==> src/rtl/div_pkg.sv <==
// Shared types and helpers for the programmable strobe/clock-enable divider.
package div_pkg;

  typedef enum logic {IDLE, RUN} div_state_t;

  localparam int unsigned MIN_DIV   = 2;
  // high_time() works at a fixed width, so the divider WIDTH must not exceed MAX_WIDTH.
  localparam int unsigned MAX_WIDTH = 32;
  localparam int unsigned HT_W      = MAX_WIDTH + 1;

  // High phase of an N-cycle period; odd N gets the longer high phase.
  function automatic logic [HT_W-1:0] high_time(input logic [MAX_WIDTH-1:0] n);
    return (HT_W'(n) + HT_W'(1)) >> 1;
  endfunction

endpackage

==> src/rtl/div_ratio_shadow.sv <==
// Double-buffered ratio register: a requested ratio is held pending and only
// committed when the owner signals a safe boundary via apply.
module div_ratio_shadow #(
  parameter int WIDTH       = 8,
  parameter int DEFAULT_DIV = 4
) (
  input  logic             clk,
  input  logic             clear,
  input  logic             load,
  input  logic [WIDTH-1:0] div,
  input  logic             apply,
  output logic [WIDTH-1:0] div_reg,
  output logic             load_ack
);

  logic             pend_q, pend_d;
  logic [WIDTH-1:0] pend_val_q, pend_val_d;
  logic [WIDTH-1:0] div_reg_q, div_reg_d;
  logic             load_ack_q, load_ack_d;
  logic             fire;

  // Only a request that was already pending before this edge may commit.
  assign fire = apply & pend_q;

  always_comb begin
    pend_d     = pend_q;
    pend_val_d = pend_val_q;
    div_reg_d  = div_reg_q;
    load_ack_d = 1'b0;
    if (fire) begin
      div_reg_d  = pend_val_q;
      pend_d     = 1'b0;
      load_ack_d = 1'b1;
    end
    if (load) begin
      pend_val_d = div;
      pend_d     = 1'b1;
    end
  end

  always_ff @(posedge clk or posedge clear) begin
    if (clear) begin
      pend_q     <= 1'b0;
      pend_val_q <= WIDTH'(DEFAULT_DIV);
      div_reg_q  <= WIDTH'(DEFAULT_DIV);
      load_ack_q <= 1'b0;
    end else begin
      pend_q     <= pend_d;
      pend_val_q <= pend_val_d;
      div_reg_q  <= div_reg_d;
      load_ack_q <= load_ack_d;
    end
  end

  assign div_reg  = div_reg_q;
  assign load_ack = load_ack_q;

endmodule

==> src/rtl/div_gen.sv <==
// Programmable divider producing a registered square/pulse output and a
// period-start tick, with ratio changes committed only at period boundaries.
//   state | meaning
//   IDLE  | not yet enabled since reset; outputs low, pending ratio applied freely
//   RUN   | counting 0..N-1; en=0 freezes count and q, suppresses tick
module div_gen import div_pkg::*; #(
  parameter int WIDTH       = 8,
  parameter int DEFAULT_DIV = 4
) (
  input  logic             clk,
  input  logic             clear,
  input  logic             en,
  input  logic             mode,
  input  logic [WIDTH-1:0] div,
  input  logic             load,
  output logic             load_ack,
  output logic             q,
  output logic             tick
);

  div_state_t       state_q, state_d;
  logic [WIDTH-1:0] cnt_q, cnt_d;
  logic             q_q, q_d;
  logic             tick_q, tick_d;
  logic [WIDTH-1:0] div_reg;
  logic [WIDTH-1:0] n_eff;
  logic [HT_W-1:0]  h_full;
  logic             wrap;
  logic             apply;

  div_ratio_shadow #(
    .WIDTH       (WIDTH),
    .DEFAULT_DIV (DEFAULT_DIV)
  ) u_shadow (
    .clk      (clk),
    .clear    (clear),
    .load     (load),
    .div      (div),
    .apply    (apply),
    .div_reg  (div_reg),
    .load_ack (load_ack)
  );

  assign n_eff  = (div_reg < WIDTH'(MIN_DIV)) ? WIDTH'(MIN_DIV) : div_reg;
  assign h_full = high_time(MAX_WIDTH'(n_eff));
  assign wrap   = (cnt_q == (n_eff - WIDTH'(1)));

  always_comb begin
    state_d = state_q;
    cnt_d   = cnt_q;
    q_d     = q_q;
    tick_d  = 1'b0;
    apply   = 1'b0;
    case (state_q)
      IDLE: begin
        cnt_d = '0;
        q_d   = 1'b0;
        apply = 1'b1;
        if (en) begin
          state_d = RUN;
          q_d     = 1'b1;
          tick_d  = 1'b1;
        end
      end
      RUN: begin
        if (en) begin
          cnt_d  = wrap ? '0 : cnt_q + WIDTH'(1);
          tick_d = (cnt_d == '0);
          q_d    = mode ? (cnt_d == '0) : (HT_W'(cnt_d) < h_full);
          apply  = (cnt_d == '0);
        end
      end
      default: state_d = IDLE;
    endcase
  end

  always_ff @(posedge clk or posedge clear) begin
    if (clear) begin
      state_q <= IDLE;
      cnt_q   <= '0;
      q_q     <= 1'b0;
      tick_q  <= 1'b0;
    end else begin
      state_q <= state_d;
      cnt_q   <= cnt_d;
      q_q     <= q_d;
      tick_q  <= tick_d;
    end
  end

  assign q    = q_q;
  assign tick = tick_q;

endmodule
==> config.mk <==
export PLATFORM = sky130hd
export DESIGN_NAME = div_gen
export DESIGN_NICKNAME = d
export VERILOG_FILES = /design/src/rtl/div_pkg.sv /design/src/rtl/div_ratio_shadow.sv /design/src/rtl/div_gen.sv
export SDC_FILE = /design/constraint.sdc
export NUM_CORES = 1
export LEC_CHECK = 0
export BUFFER_PORTS_ARGS = -buffer_cell sky130_fd_sc_hd__buf_2
export CORE_ASPECT_RATIO = 1.1
export CORE_MARGIN = 3
export CORE_UTILIZATION = 50
export DETAILED_ROUTE_END_ITERATION = 8
export GPL_TIMING_DRIVEN = 0
export PLACE_DENSITY = 0.8
export SYNTH_ARGS = -nofsm -noshare
export SYNTH_HDL_FRONTEND = slang
export SYNTH_SLANG_ARGS = --single-unit
==> constraint.sdc <==
create_clock -name clk -period 4.39 [get_ports clk]
set_clock_uncertainty 0.1 [all_clocks]
set_input_delay 0.878 -clock clk [delete_from_list [all_inputs] [get_ports clk]]
set_output_delay 0.878 -clock clk [all_outputs]
set_load 0.05 [all_outputs]
==> impl_metrics.ini <==
[setup_path]
critical_path_required_ns = 4.50
slowest_delay_ns = 0.48
endpoint_arrival_time_on_the_critical_path_ns = 4.30
worstPathBufferInverterCount = 2
timing_worst_setup_path_type = register to register
critical_path.startpoint = u_shadow.div_reg[4]$_DFFE_PP0P_
timing.critical_path.slowest_stage_cell = sky130_fd_sc_hd__or4_4
startpoint_type = register
cp_max_fo = 9
beginning_of_the_worst_register_to_register_path = u_shadow.div_reg[4]$_DFFE_PP0P_
path_delay_family = simple AND/OR/NAND/NOR gates
setup.worst_path.end_class = register
crit_path_cell_trace = clkbuf_4 -> or4_4 -> nor4_4 -> nand2b_4 -> ha_4 -> xor2_1 -> o221ai_2 -> a211oi_2 -> o2111ai_2 -> nor2_2 -> buf_6 -> nor2_1 -> ha_1 -> a21o_1 -> a2111oi_4 -> nand3_1 -> o211a_1 -> o21ai_1

[finish]
final_cells = 304
area_growth_syn_to_layout_pct = 16.90
design_area_um2 = 2475
ratio_of_cells_with_drive_above_1_in_the_final_layout = 0.2778
antennaDiodeCount = 0
finish.net_count = 274

[clock_network]
clkSinkCount = 29
cts-buffers-inserted = 5
ctsHoldBuffers = 0
worst_setup_hold_path_clk_slew_ns = 0.06
clock_latency_ns = 0.28
clk_root_buffer_cell = sky130_fd_sc_hd__clkbuf_8
cts_tree = built
cts-root-to-sink-buffers = 2
cts_htree_levels = 2

[global_route]
grtUsageMet3 = 0.03625
grt_antenna_before_repair = 0
grtUsageMet1 = 0.2490
grt.overflow.total = 0
grt_pass1_vias = 1670
grt_start_max_net_pins = 30
grt.total_usage = 0.1977
global_route.usage.met2 = 0.3276
grt_pass1_wl_mm = 7.507
global_route.peak_usage_layer = met2

[die]
placementRows = 24
dieArea_um2 = 5052
die_width_um = 68.04
fp.dieH_um = 74.25
coreArea_um2 = 4024
ios = 16
initial_core_util = 0.5261

[logic_synthesis]
yosys_most_used_dff = sky130_fd_sc_hd__dfrtp_1
synth_sequential_area_ratio = 0.3440
yosys.area.top_type = sky130_fd_sc_hd__dfrtp_1
synthDistinctLibCells = 53
synthesis.instances = 225
yosys.area_share.adder = 0.05910
area_of_the_mapped_netlist_um2 = 2117
synth_warnings = 0
synth_top_cells_by_area = sky130_fd_sc_hd__dfrtp_1 32%, sky130_fd_sc_hd__mux2_2 8.5%, sky130_fd_sc_hd__ha_1 5.9%, sky130_fd_sc_hd__xnor2_1 5.8%, sky130_fd_sc_hd__xor2_1 2.9%
synth-compound-area-share = 0.1803
synth-async-reset-ratio = 1.000
muxShareOfSynthArea = 0.08511
number_of_flops_mapped_to_enable_cells_by_yosys = 0
post_synth_and_or_nand_nor_area_fraction = 0.1921
synth_top_family_by_area = simple AND/OR/NAND/NOR gates
synthesis.area_per_instance_um2 = 9.409
synthDominantCellAreaShare = 0.3191
count_of_state_elements_after_synthesis = 29
synth_xor_xnor_area_share = 0.08688
synthesized_net_count = 248

[pwr]
power_leakage_nw = 1.024
ir_drop_uv = 295.3
power_per_cell_area_nw_per_um2 = 402.6

[sta]
report.final.slew_viol_count = 0
tns_ns = 0
fraction_of_the_cycle_the_final_worst_path_needs = 0.9536
slew_headroom = 0.2767
report.final.setup_viol = 0
slew_at_the_pin_closest_to_its_max_slew_limit_ns = 1.084
worst_hold_slack_ns = 0.4023
final-hold-violation-count = 0
achievable-frequency_ghz = 0.2389
finalWorstPathRequiredPeriod_ns = 4.186

[placement]
placed_cells_incl_taps = 290
place_congestion = 0.9014
post_dp_cell_area_um2 = 2248
portBuffers = 13
detailed_placement_hpwl_mm = 3.398

[drt]
detail_route.iter0.violations = 122
ant_nets = 0
aggregate_routed_wire_length_mm = 4.723
routed_via_density = 5.924
via_count = 1801
detailedRoute.firstPassIterationCount = 4
detail_route.drc_violations = 0
wl_per_cell_um = 15.54

[min_path]
min-delay-path-class = register to register
hold_startpoint = u_shadow.pend_val_q[3]$_DFFE_PP0P_

[status]
result_of_the_run = complete, no violations

[flow_run]
cap_violations = 0
-- synth_stat cells (3+ instances only) --
master,n
sky130_fd_sc_hd__nor2_1,16
sky130_fd_sc_hd__or3_1,4
sky130_fd_sc_hd__nand2b_1,3
sky130_fd_sc_hd__nand4_1,4
sky130_fd_sc_hd__nand3_1,12
sky130_fd_sc_hd__ha_1,10
sky130_fd_sc_hd__xor2_1,7
sky130_fd_sc_hd__a211oi_1,4
sky130_fd_sc_hd__o21ai_0,3
sky130_fd_sc_hd__nand2_1,14
sky130_fd_sc_hd__inv_1,8
sky130_fd_sc_hd__o221ai_1,3
sky130_fd_sc_hd__mux2_2,16
sky130_fd_sc_hd__clkbuf_1,14
sky130_fd_sc_hd__nor3_1,5
sky130_fd_sc_hd__a21o_1,3
sky130_fd_sc_hd__and3_1,4
sky130_fd_sc_hd__dfrtp_1,27
sky130_fd_sc_hd__xnor2_1,14
sky130_fd_sc_hd__a21oi_1,7
sky130_fd_sc_hd__nor2b_1,3
-- cells in the final DEF (no fill, tap or decap), drive strengths merged, types with 3 or more instances in the layout --
| cell type | synthesis | final |
|---|---|---|
| nor3 | 5 | 5 |
| nand2 | 14 | 14 |
| or3 | 4 | 4 |
| xnor2 | 14 | 14 |
| inv | 8 | 8 |
| o2111ai | 3 | 3 |
| o21ai | 3 | 3 |
| o221ai | 3 | 3 |
| nor2 | 16 | 16 |
| a211oi | 5 | 5 |
| nor2b | 3 | 3 |
| buf | 5 | 25 |
| mux2 | 16 | 16 |
| nand4 | 4 | 4 |
| clkbuf | 14 | 19 |
| nand2b | 3 | 3 |
| ha | 10 | 10 |
| and3 | 4 | 4 |
| a21oi | 7 | 7 |
| a21o | 3 | 3 |
| dfrtp | 27 | 27 |
| nand3 | 12 | 12 |
| xor2 | 7 | 7 |
-- logic make-up after synthesis --
group / after synthesis
muxes: 16
xor gates and xnor gates: 21
adders and majority gates: 10
and+or+nand+nor: 76
buffers and inverters: 27
DFF: 29
AOI/OAI and AO/OA: 46
-- layer usage --
layer  wire length, µm  vias up
li1                  -      874
met1              2059      864
met2              2316       53
met3               220       10
met4               126        0
met5                 0        -
-- power breakdown --
group / internal (mW) / switching [mW]
registers: 0.305 / 0.0281
clock network: 0.109 / 0.101
logic: 0.193 / 0.259
total: 0.608 / 0.388
-- repair_timing --
action,in CTS,in global routing
endpoints found under the setup margin,1,1
setup buffers,2,6
pin swaps,3,8
cloned,0,0
resized for setup,8,12
-- layout make-up --
cell class	count	area [µm²]
plain buffers	17	82.58
clock buffers	6	72.57
clock inverters	2	10.01
fillers	337	1549
inverters	8	30.03
multi-input cells	169	1358
flip-flops and latches	29	732.0
well taps	52	65.06
repair buffers	21	125.1
-- through the flow --
step | total power [mW] | utilization | setup slack (ns)
3_5_place_dp | 0.7519 | 0.5588 | -0.7463
4_1_cts | 0.9825 | 0.5933 | 0.03244
3_3_place_gp | 0.7365 | 0.5588 | -0.6278
2_1_floorplan | 0.6657 | - | 0.006394
6_report | 0.9963 | 0.6151 | 0.2039
5_1_grt | 1.066 | 0.6151 | -0.01856
-- path summary, 6_finish.rpt --
path | to | slack [ns] | cells after the start
setup / recovery | q$_DFFE_PP0P_ | 0.20 | 18
hold / removal | u_shadow.div_reg[3]$_DFFE_PP0P_ | 0.40 | 1
setup reg to reg | q$_DFFE_PP0P_ | 0.20 | 18
hold reg to reg | u_shadow.div_reg[3]$_DFFE_PP0P_ | 0.40 | 1
max in group asynchronous | u_shadow.div_reg[3]$_DFFE_PP0P_ | 2.70 | 2
min in group asynchronous | cnt_q[5]$_DFFE_PP0P_ | 0.76 | 2
(Power assumes the default switching activity.)
